$ cat src/rtl/mem_arbiter.sv
// mem_arbiter: shares the single RAM port between instruction fetch and
// data load/store. Data normally wins contention, but fetch is forced after
// MAX_DSTREAK consecutive data grants while a fetch is waiting. A grant is
// held until the RAM completes it (ACCESS), fails it (ERROR), or the grant
// times out. ERROR and timeout end the grant with zero load data and a
// memerr pulse.
module mem_arbiter #(
    parameter int MAX_DSTREAK = 4,
    parameter int TIMEOUT     = 255,
    parameter int ADDR_W      = 32
) (
    input  logic              CLK,
    input  logic              nRST,
    input  logic              iREN,
    input  logic [ADDR_W-1:0] iaddr,
    output logic [ADDR_W-1:0] iload,
    output logic              iwait,
    input  logic              dREN,
    input  logic              dWEN,
    input  logic [ADDR_W-1:0] daddr,
    input  logic [ADDR_W-1:0] dstore,
    output logic [ADDR_W-1:0] dload,
    output logic              dwait,
    output logic              ramREN,
    output logic              ramWEN,
    output logic [ADDR_W-1:0] ramaddr,
    output logic [ADDR_W-1:0] ramstore,
    input  logic [ADDR_W-1:0] ramload,
    input  logic [1:0]        ramstate,
    output logic              memerr
);

    localparam int STREAK_W = (MAX_DSTREAK < 1) ? 1 : $clog2(MAX_DSTREAK + 1);
    localparam int TCNT_W   = (TIMEOUT < 2) ? 1 : $clog2(TIMEOUT + 1);

    localparam logic [1:0] RS_ACCESS = 2'd2;
    localparam logic [1:0] RS_ERROR  = 2'd3;

    typedef enum logic [1:0] {
        IDLE   = 2'd0,
        IGRANT = 2'd1,
        DGRANT = 2'd2
    } state_t;

    state_t              state_q;
    logic [STREAK_W-1:0] dstreak_q;
    logic [TCNT_W-1:0]   tcnt_q;

    logic                d_req;
    logic                i_live;
    logic                d_live;
    logic                live;
    logic                rs_access;
    logic                rs_error;
    logic                tmo;
    logic                fail;
    logic                done;
    logic                fetch_forced;
    logic [STREAK_W-1:0] dstreak_inc_d;

    // Grant qualification and completion decode. A grant only counts while
    // its request is still asserted, so a dropped request silently aborts
    // (no completion, no error). A timeout fires on the grant cycle that
    // would bring tcnt up to TIMEOUT without the RAM having answered.
    always_comb begin
        d_req        = dREN | dWEN;
        i_live       = (state_q == IGRANT) && iREN;
        d_live       = (state_q == DGRANT) && d_req;
        live         = i_live | d_live;
        rs_access    = (ramstate == RS_ACCESS);
        rs_error     = (ramstate == RS_ERROR);
        tmo          = !rs_access && !rs_error && (tcnt_q == TCNT_W'(TIMEOUT - 1));
        fail         = live && (rs_error || tmo);
        done         = live && (rs_access || rs_error || tmo);
        fetch_forced = iREN && (dstreak_q >= STREAK_W'(MAX_DSTREAK));
        dstreak_inc_d = (dstreak_q >= STREAK_W'(MAX_DSTREAK)) ? dstreak_q
                                                              : dstreak_q + 1'b1;
    end

    // RAM-side and requester-side outputs, combinational from state and
    // ramstate so a completing access is visible in the same cycle. Write
    // takes precedence over read when both data enables are high.
    always_comb begin
        ramREN   = i_live | (d_live & ~dWEN);
        ramWEN   = d_live & dWEN;
        ramaddr  = i_live ? iaddr : (d_live ? daddr : '0);
        ramstore = (d_live & dWEN) ? dstore : '0;
        iload    = (i_live & rs_access) ? ramload : '0;
        dload    = (d_live & ~dWEN & rs_access) ? ramload : '0;
        iwait    = iREN & ~(i_live & done);
        dwait    = d_req & ~(d_live & done);
        memerr   = fail;
    end

    // Arbitration FSM with data-streak and grant-timeout bookkeeping. tcnt is
    // cleared in IDLE, which every grant is entered from.
    always_ff @(posedge CLK or negedge nRST) begin
        if (!nRST) begin
            state_q   <= IDLE;
            dstreak_q <= '0;
            tcnt_q    <= '0;
        end else begin
            case (state_q)
                IDLE: begin
                    tcnt_q <= '0;
                    if (d_req && !fetch_forced) begin
                        state_q <= DGRANT;
                    end else if (iREN) begin
                        state_q <= IGRANT;
                    end
                end
                IGRANT: begin
                    if (!iREN) begin
                        state_q <= IDLE;
                    end else if (done) begin
                        state_q   <= IDLE;
                        dstreak_q <= '0;
                    end else begin
                        tcnt_q <= tcnt_q + 1'b1;
                    end
                end
                DGRANT: begin
                    if (!d_req) begin
                        state_q <= IDLE;
                    end else if (done) begin
                        state_q   <= IDLE;
                        dstreak_q <= dstreak_inc_d;
                    end else begin
                        tcnt_q <= tcnt_q + 1'b1;
                    end
                end
                default: begin
                    state_q <= IDLE;
                end
            endcase
        end
    end

endmodule

$ cat config.mk
export PLATFORM = sky130hd
export DESIGN_NAME = mem_arbiter
export DESIGN_NICKNAME = d
export VERILOG_FILES = /design/src/rtl/mem_arbiter.sv
export SDC_FILE = /design/constraint.sdc
export NUM_CORES = 1
export LEC_CHECK = 0
export ABC_AREA = 1
export BUFFER_PORTS_ARGS = -buffer_cell sky130_fd_sc_hd__buf_4
export CAP_MARGIN = 5
export CORE_AREA = 2 2 104 106
export DETAILED_ROUTE_END_ITERATION = 16
export DIE_AREA = 0 0 106 108
export SYNTH_ARGS = -nofsm -noshare
export SYNTH_HDL_FRONTEND = slang
export SYNTH_SLANG_ARGS = --single-unit
$ cat constraint.sdc
create_clock -name CLK -period 4.9 [get_ports CLK]
set_clock_uncertainty 0.15 [all_clocks]
set_input_delay 0.49 -clock CLK [delete_from_list [all_inputs] [get_ports CLK]]
set_output_delay 0.49 -clock CLK [all_outputs]
set_load 0.005 [all_outputs]
==> flow_summary.json, run 1 <==
{
  "track_usage_pct": 16.8,
  "io-pin-count": 268,
  "regArea_um2": 325,
  "seqPwrFrac_pct": 16.2,
  "final_common_cell": "buf_4",
  "cp.arrival_ns": 2.78,
  "synth_top_area_cell": "nand2_1",
  "max_freq_ghz": 0.292,
  "ys_seq_area_share_pct": 14.0,
  "endpoint_kind": "primary output",
  "cts.sinks": 13,
  "postSynthCellCount": 416,
  "layout_common_cells": "269 x buf_4, 117 x nand2_1, 82 x nor2_1, 78 x inv_1, 34 x o21ai_0",
  "design_area_um2": 4440,
  "clock_latency_ns": 0.25,
  "routabilityCongestion": 0.827,
  "start_util_pct": 22.6,
  "ctsHtreeMaxLevel": 1,
  "drive_gt1_share_pct": 46.3,
  "grt_pass1_wl_um": 15600,
  "netlist-cell-type-count": 25,
  "grt_antenna_before_repair": 0,
  "finalCritPeriodShare_pct": 69.9,
  "routed_wl_um": 10400,
  "die_w_um": 106,
  "num_vias": 3407,
  "synthesis.area_um2": 2320,
  "coreArea_um2": 10200,
  "hold_viol": 0,
  "status": "finished, final reports clean",
  "cts_buffers": 3,
  "fillers": 1079,
  "cp_max_fo": 35,
  "ant_nets": 0,
  "switching_share_pct": 46.0,
  "p_int_mw": 0.499,
  "yosys_warnings": 0,
  "synthTopCellsByArea": "nand2_1 19%, nor2_4 15%, dfrtp_1 14%",
  "worst-slew-pin-transition_ns": 1.20,
  "power_density_nw_per_um2": 208,
  "placed_cell_area_um2": 4380,
  "fin_nets": 814,
  "total_power_mw": 0.923,
  "detail_route.wl_per_cell_um": 12.9,
  "placed_cells": 802,
  "dr.pass1.iters": 4,
  "post-cts-setup-buffer-count": 0,
  "drt-initial-drc-count": 140,
  "dieArea_um2": 11400,
  "synth_nets": 558,
  "min_path_type": "flip-flop to flip-flop",
  "synth.avg_cell_area_um2": 5.57,
  "p_sw_mw": 0.425,
  "cts-root-buf": "clkbuf_8",
  "cts-resized-gates": 0,
  "grt-ovfl-total": 0,
  "area_growth_pct": 91.5,
  "yosys_register_bits": 13,
  "power.share.clock_pct": 10.8,
  "multi_input_area_um2": 1570,
  "dieHeight_um": 108,
  "clockBufferDepth": 2,
  "period_needed_ns": 3.42,
  "relSlewSlack_pct": 20.1,
  "tritoncts": "done",
  "setup.worst_path.class": "primary input to primary output",
  "drc": 0,
  "via_per_inst": 4.22,
  "startpoint_type": "primary input",
  "row_count": 37,
  "synth_top_area_share_pct": 19.0,
  "finalSetupViolCount": 0,
  "cts_hold_buf": 1,
  "finalSetupTns_ns": 0,
  "rsz0062_at_grt": "no",
  "antenna_cells": 0,
  "clk_pin_slew_ns": 0.06,
  "grt_max_degree": 36,
  "pwr-share-comb_pct": 73.0,
  "ir_drop_mv": 0.114,
  "whs_ns": 0.328,
  "final-max-slew-violation-count": 0,
  "leakage_nw": 2.66,
  "maxCapViolCount": 0,
  "grt_pass1_vias": 3199,
  "numPortBuffers": 267,
  "required_ns": 4.26,
  "post-dp-hpwl_um": 8870,
  "final_cells": 807
}
-- logic make-up after synthesis --
kind of cell	synth area share, %
simple gates	53.1
buf+inv	18.5
compound gates	9.83
flops	14.0
fa+ha+maj	3.78
xor+xnor	0.756
-- per-layer routing --
layer | global-route usage (%) | share of wire [%] | up-vias
li1 | - | - | 1727
met4 | 4.42 | 2.3 | 0
met3 | 3.38 | 7.9 | 17
met2 | 31.3 | 51 | 176
met5 | 0 | 0 | -
met1 | 19.5 | 39 | 1487
-- power groups by stage --
stage	clock, mW	combinational [mW]	sequential, mW
after global routing	0.108	0.748	0.153
after CTS	0.106	0.684	0.149
after floorplan	0	0.331	0.145
final	0.0994	0.674	0.149
after detailed placement	0	0.682	0.150
after global placement	0	0.674	0.150
-- worst max-delay path, cell delays in order --
cell     delay, ns
buf_4         0.13
o21ai_2       0.92
or3b_4        0.95
nor2_1        0.10
buf_4         0.18
-- registers in the layout, summed over array words and instances (netlist names) --
register   cells
tcnt_q         8
dstreak_q      3
state_q        2
-- metrics by stage --
step                setup slack (ns)  utilization, %
detailed placement              1.39            42.8
CTS                             1.39            43.4
global route                    1.23            43.4
floorplan                       2.70               -
global placement                1.47            42.8
finish                          1.48            43.4
-- synthesized netlist by cell type --
cell / number
nand3_4: 1
o21ai_0: 34
buf_6: 1
or3b_1: 1
clkbuf_1: 15
a21oi_4: 1
buf_12: 3
nand3_1: 16
nor2_2: 1
nand2_2: 2
a21oi_1: 5
nor2_1: 82
xor2_1: 2
clkinv_1: 1
o21bai_1: 1
nand3b_1: 1
inv_2: 1
inv_1: 78
or2_1: 1
o21ai_2: 1
nor2_4: 30
dfrtp_1: 13
ha_1: 7
nand2_1: 117
or2_2: 1
-- path summary, 6_finish.rpt --
kind	start	to	slack (ns)	depth (start not counted)
max in group asynchronous	nRST	dstreak_q[2]	3.96	2
min	dstreak_q[1]	dstreak_q[1]	0.33	2
min in group asynchronous	nRST	tcnt_q[7]	0.47	2
max	dWEN	dload[31]	1.48	5
min reg2reg	dstreak_q[1]	dstreak_q[1]	0.33	2
max reg2reg	state_q[0]	tcnt_q[7]	2.54	8
-- final cells by class --
cell class                      count  share of cell area (%)
Inverter                           80                    6.77
Clock buffer                        4                    1.02
Sequential cell                    13                    7.33
Timing Repair Buffer              270                    45.8
Multi-Input combinational cell    304                    35.3
Tap cell                          136                    3.84
Power figures use the tool's default switching activity.
==> inputs of run 2 (changes only) <==
==> config.mk (replaced) <==
export PLATFORM = sky130hd
export DESIGN_NAME = mem_arbiter
export DESIGN_NICKNAME = d
export VERILOG_FILES = /design/src/rtl/mem_arbiter.sv
export SDC_FILE = /design/constraint.sdc
export NUM_CORES = 1
export LEC_CHECK = 0
export ABC_AREA = 0
export BUFFER_PORTS_ARGS = -buffer_cell sky130_fd_sc_hd__buf_4
export CAP_MARGIN = 5
export CORE_AREA = 2 2 103 105
export DETAILED_ROUTE_END_ITERATION = 16
export DIE_AREA = 0 0 105 107
export SYNTH_ARGS = -nofsm -noshare
export SYNTH_HDL_FRONTEND = slang
export SYNTH_SLANG_ARGS = --single-unit
==> constraint.sdc (replaced) <==
create_clock -name CLK -period 3.2 [get_ports CLK]
set_clock_uncertainty 0.15 [all_clocks]
set_input_delay 0.32 -clock CLK [delete_from_list [all_inputs] [get_ports CLK]]
set_output_delay 0.32 -clock CLK [all_outputs]
set_load 0.005 [all_outputs]
==> run 2 against run 1 <==
Wire length increased by 1.6%. Sequential power rose by 63%. Clock power is 54% higher. Largest power group unchanged.
==> flow_summary.json, run 2 <==
{
  "final_common_cell": "buf_4",
  "clock_latency_ns": 0.25,
  "post-dp-hpwl_um": 8860,
  "hold_viol": 0,
  "ys_seq_area_share_pct": 16.5,
  "dieHeight_um": 107,
  "startpoint_type": "flip-flop",
  "synthTopCellsByArea": "and2_1 21%, dfrtp_1 17%, a22o_1 15%",
  "min_path_type": "primary input to flip-flop",
  "drive_gt1_share_pct": 55.4,
  "synth_nets": 397,
  "ir_drop_mv": 0.275,
  "synth_enable_flop_cells": 0,
  "placed_cells": 640,
  "synthArstFlopShare_pct": 100,
  "ctsHtreeMaxLevel": 1,
  "leakage_nw": 2.37,
  "grt_antenna_before_repair": 5,
  "rsz0062_at_grt": "no",
  "setup_ws_ns": 0.833,
  "drc": 0,
  "endpoint_kind": "primary output",
  "clockBufferDepth": 2,
  "die_w_um": 105,
  "top_register": "tcnt_q",
  "io-pin-count": 268,
  "dieArea_um2": 11200,
  "power_density_nw_per_um2": 365,
  "period_needed_ns": 2.37,
  "postSynthCellCount": 255,
  "drt-initial-drc-count": 244,
  "finalSetupViolCount": 0,
  "via_per_inst": 4.48,
  "dr.pass1.iters": 4,
  "grt_pass1_wl_um": 15600,
  "numPortBuffers": 267,
  "grt-ovfl-total": 0,
  "worst-slew-pin-transition_ns": 0.559,
  "grt_max_degree": 40,
  "num_vias": 2898,
  "row_count": 37,
  "netlist-cell-type-count": 35,
  "coreArea_um2": 10100,
  "detail_route.wl_per_cell_um": 16.4,
  "tritoncts": "done",
  "area_growth_pct": 110,
  "cp_max_fo": 32,
  "fillers": 1055,
  "status": "finished, final reports clean",
  "cts-root-buf": "clkbuf_8",
  "final_cells": 647,
  "layout_common_cells": "272 x buf_4, 67 x and2_1, 33 x a22o_1, 32 x and3_1, 17 x nand2_1",
  "clk_pin_slew_ns": 0.06,
  "largest_register_ffs": 8,
  "maxCapViolCount": 0,
  "ant_nets": 0,
  "top_regs": "tcnt_q (8), dstreak_q (3), state_q (2)",
  "routabilityCongestion": 0.820,
  "yosys_register_bits": 13,
  "synth_top_area_cell": "and2_1",
  "yosys_warnings": 0,
  "cts.sinks": 13,
  "fin_nets": 652,
  "cts-resized-gates": 0,
  "post-place-ws_ns": 0.844,
  "cp.arrival_ns": 1.90,
  "finalSetupTns_ns": 0,
  "synth_top_area_share_pct": 21.3,
  "setup.worst_path.class": "flip-flop to primary output",
  "routed_wl_um": 10600,
  "relSlewSlack_pct": 62.8,
  "grt_pass1_vias": 2759,
  "synth.top_cells.by_count": "67 x and2_1, 33 x a22o_1, 32 x and3_1, 20 x clkbuf_1, 17 x nand2_1",
  "start_util_pct": 19.5,
  "cts_buffers": 3,
  "track_usage_pct": 17.3,
  "synthesis.area_um2": 1970,
  "finalCritPeriodShare_pct": 74.0,
  "synth-main-ff-cell": "dfrtp_1",
  "required_ns": 2.73,
  "final-max-slew-violation-count": 0,
  "synth.avg_cell_area_um2": 7.72,
  "synth_most_common_cell": "and2_1",
  "max_freq_ghz": 0.422
}
run 2: changes by cell type after synthesis, moves of 33 or more:
cell,change
nand2_1,-100
nor2_1,-75
inv_1,-74
and2_1,+67
o21ai_0,-34
a22o_1,+33
run 2: final cells by class:
class	instances	area, um2	share of cell area [%]
Antenna cell	2	5.00	0.121
Multi-Input combinational cell	215	1530	37.0
Sequential cell	13	325	7.85
Tap cell	136	170	4.11
Clock buffer	4	45.0	1.09
Timing Repair Buffer	273	2050	49.5
Inverter	4	15.0	0.362
run 2: worst max-delay path, cell delays in order (launching register included):
cell and delay, ns:
dfrtp_1 0.39, inv_1 0.08, ha_1 0.24, and2_1 0.20
nor2_2 0.10, buf_4 0.31, a22o_1 0.21, buf_4 0.12
run 2: cells by family (layout without fill, tap and decap cells):
logic type	Yosys count	count (layout)	synth area share, %
simple gates	146	146	44.8
mux	11	11	5.72
buf+inv	27	281	5.78
compound gates	51	51	22.7
fa+ha+maj	7	7	4.45
other cells	0	2	0
flops	13	13	16.5
run 2: path summary, 6_finish.rpt:
kind                         startpoint           end  slack (ns)  cells after the start
hold reg to reg            dstreak_q[1]  dstreak_q[1]        0.38                      2
setup reg to reg             state_q[0]  dstreak_q[2]        0.84                      7
setup / recovery             state_q[1]    ramaddr[5]        0.83                      7
max in group asynchronous          nRST    state_q[0]        2.43                      2
min in group asynchronous          nRST     tcnt_q[6]        0.30                      2
hold / removal                     iREN    state_q[0]        0.21                      3
run 2: what timing repair did:
item | 4_1_cts | 5_1_grt
hold endpoints to repair | 13 | 0
hold buffers | 1 | 0
buffers inserted | 0 | 0
run 2: report_power, final:
group,internal [mW],leakage (nW),switching (mW)
Sequential,0.202,0.174,0.0408
Clock,0.0882,0.0228,0.0645
Combinational,0.585,2.17,0.532
Total,0.875,2.37,0.638
run 2: metrics by stage:
| stage | hold slack (ns) | utilization, % | total power, mW | area, um2 |
|---|---|---|---|---|
| 2_1_floorplan | -0.126 | - | 0.822 | 1970 |
| 3_3_place_gp | 0.0286 | 40.5 | 1.34 | 4090 |
| 3_5_place_dp | 0.0343 | 40.5 | 1.37 | 4090 |
| 4_1_cts | 0.205 | 41.0 | 1.53 | 4140 |
| 5_1_grt | 0.221 | 41.0 | 1.64 | 4140 |
| 6_report | 0.211 | 41.1 | 1.51 | 4150 |
run 2: per-layer routing:
| metal | wire (um) | vias to the layer above | track usage [%] |
|---|---|---|---|
| met5 | 44 | - | 0 |
| met4 | 74 | 6 | 1.90 |
| met3 | 1220 | 12 | 8.94 |
| met2 | 5160 | 131 | 28.3 |
| met1 | 4110 | 1332 | 20.8 |
| li1 | - | 1417 | - |
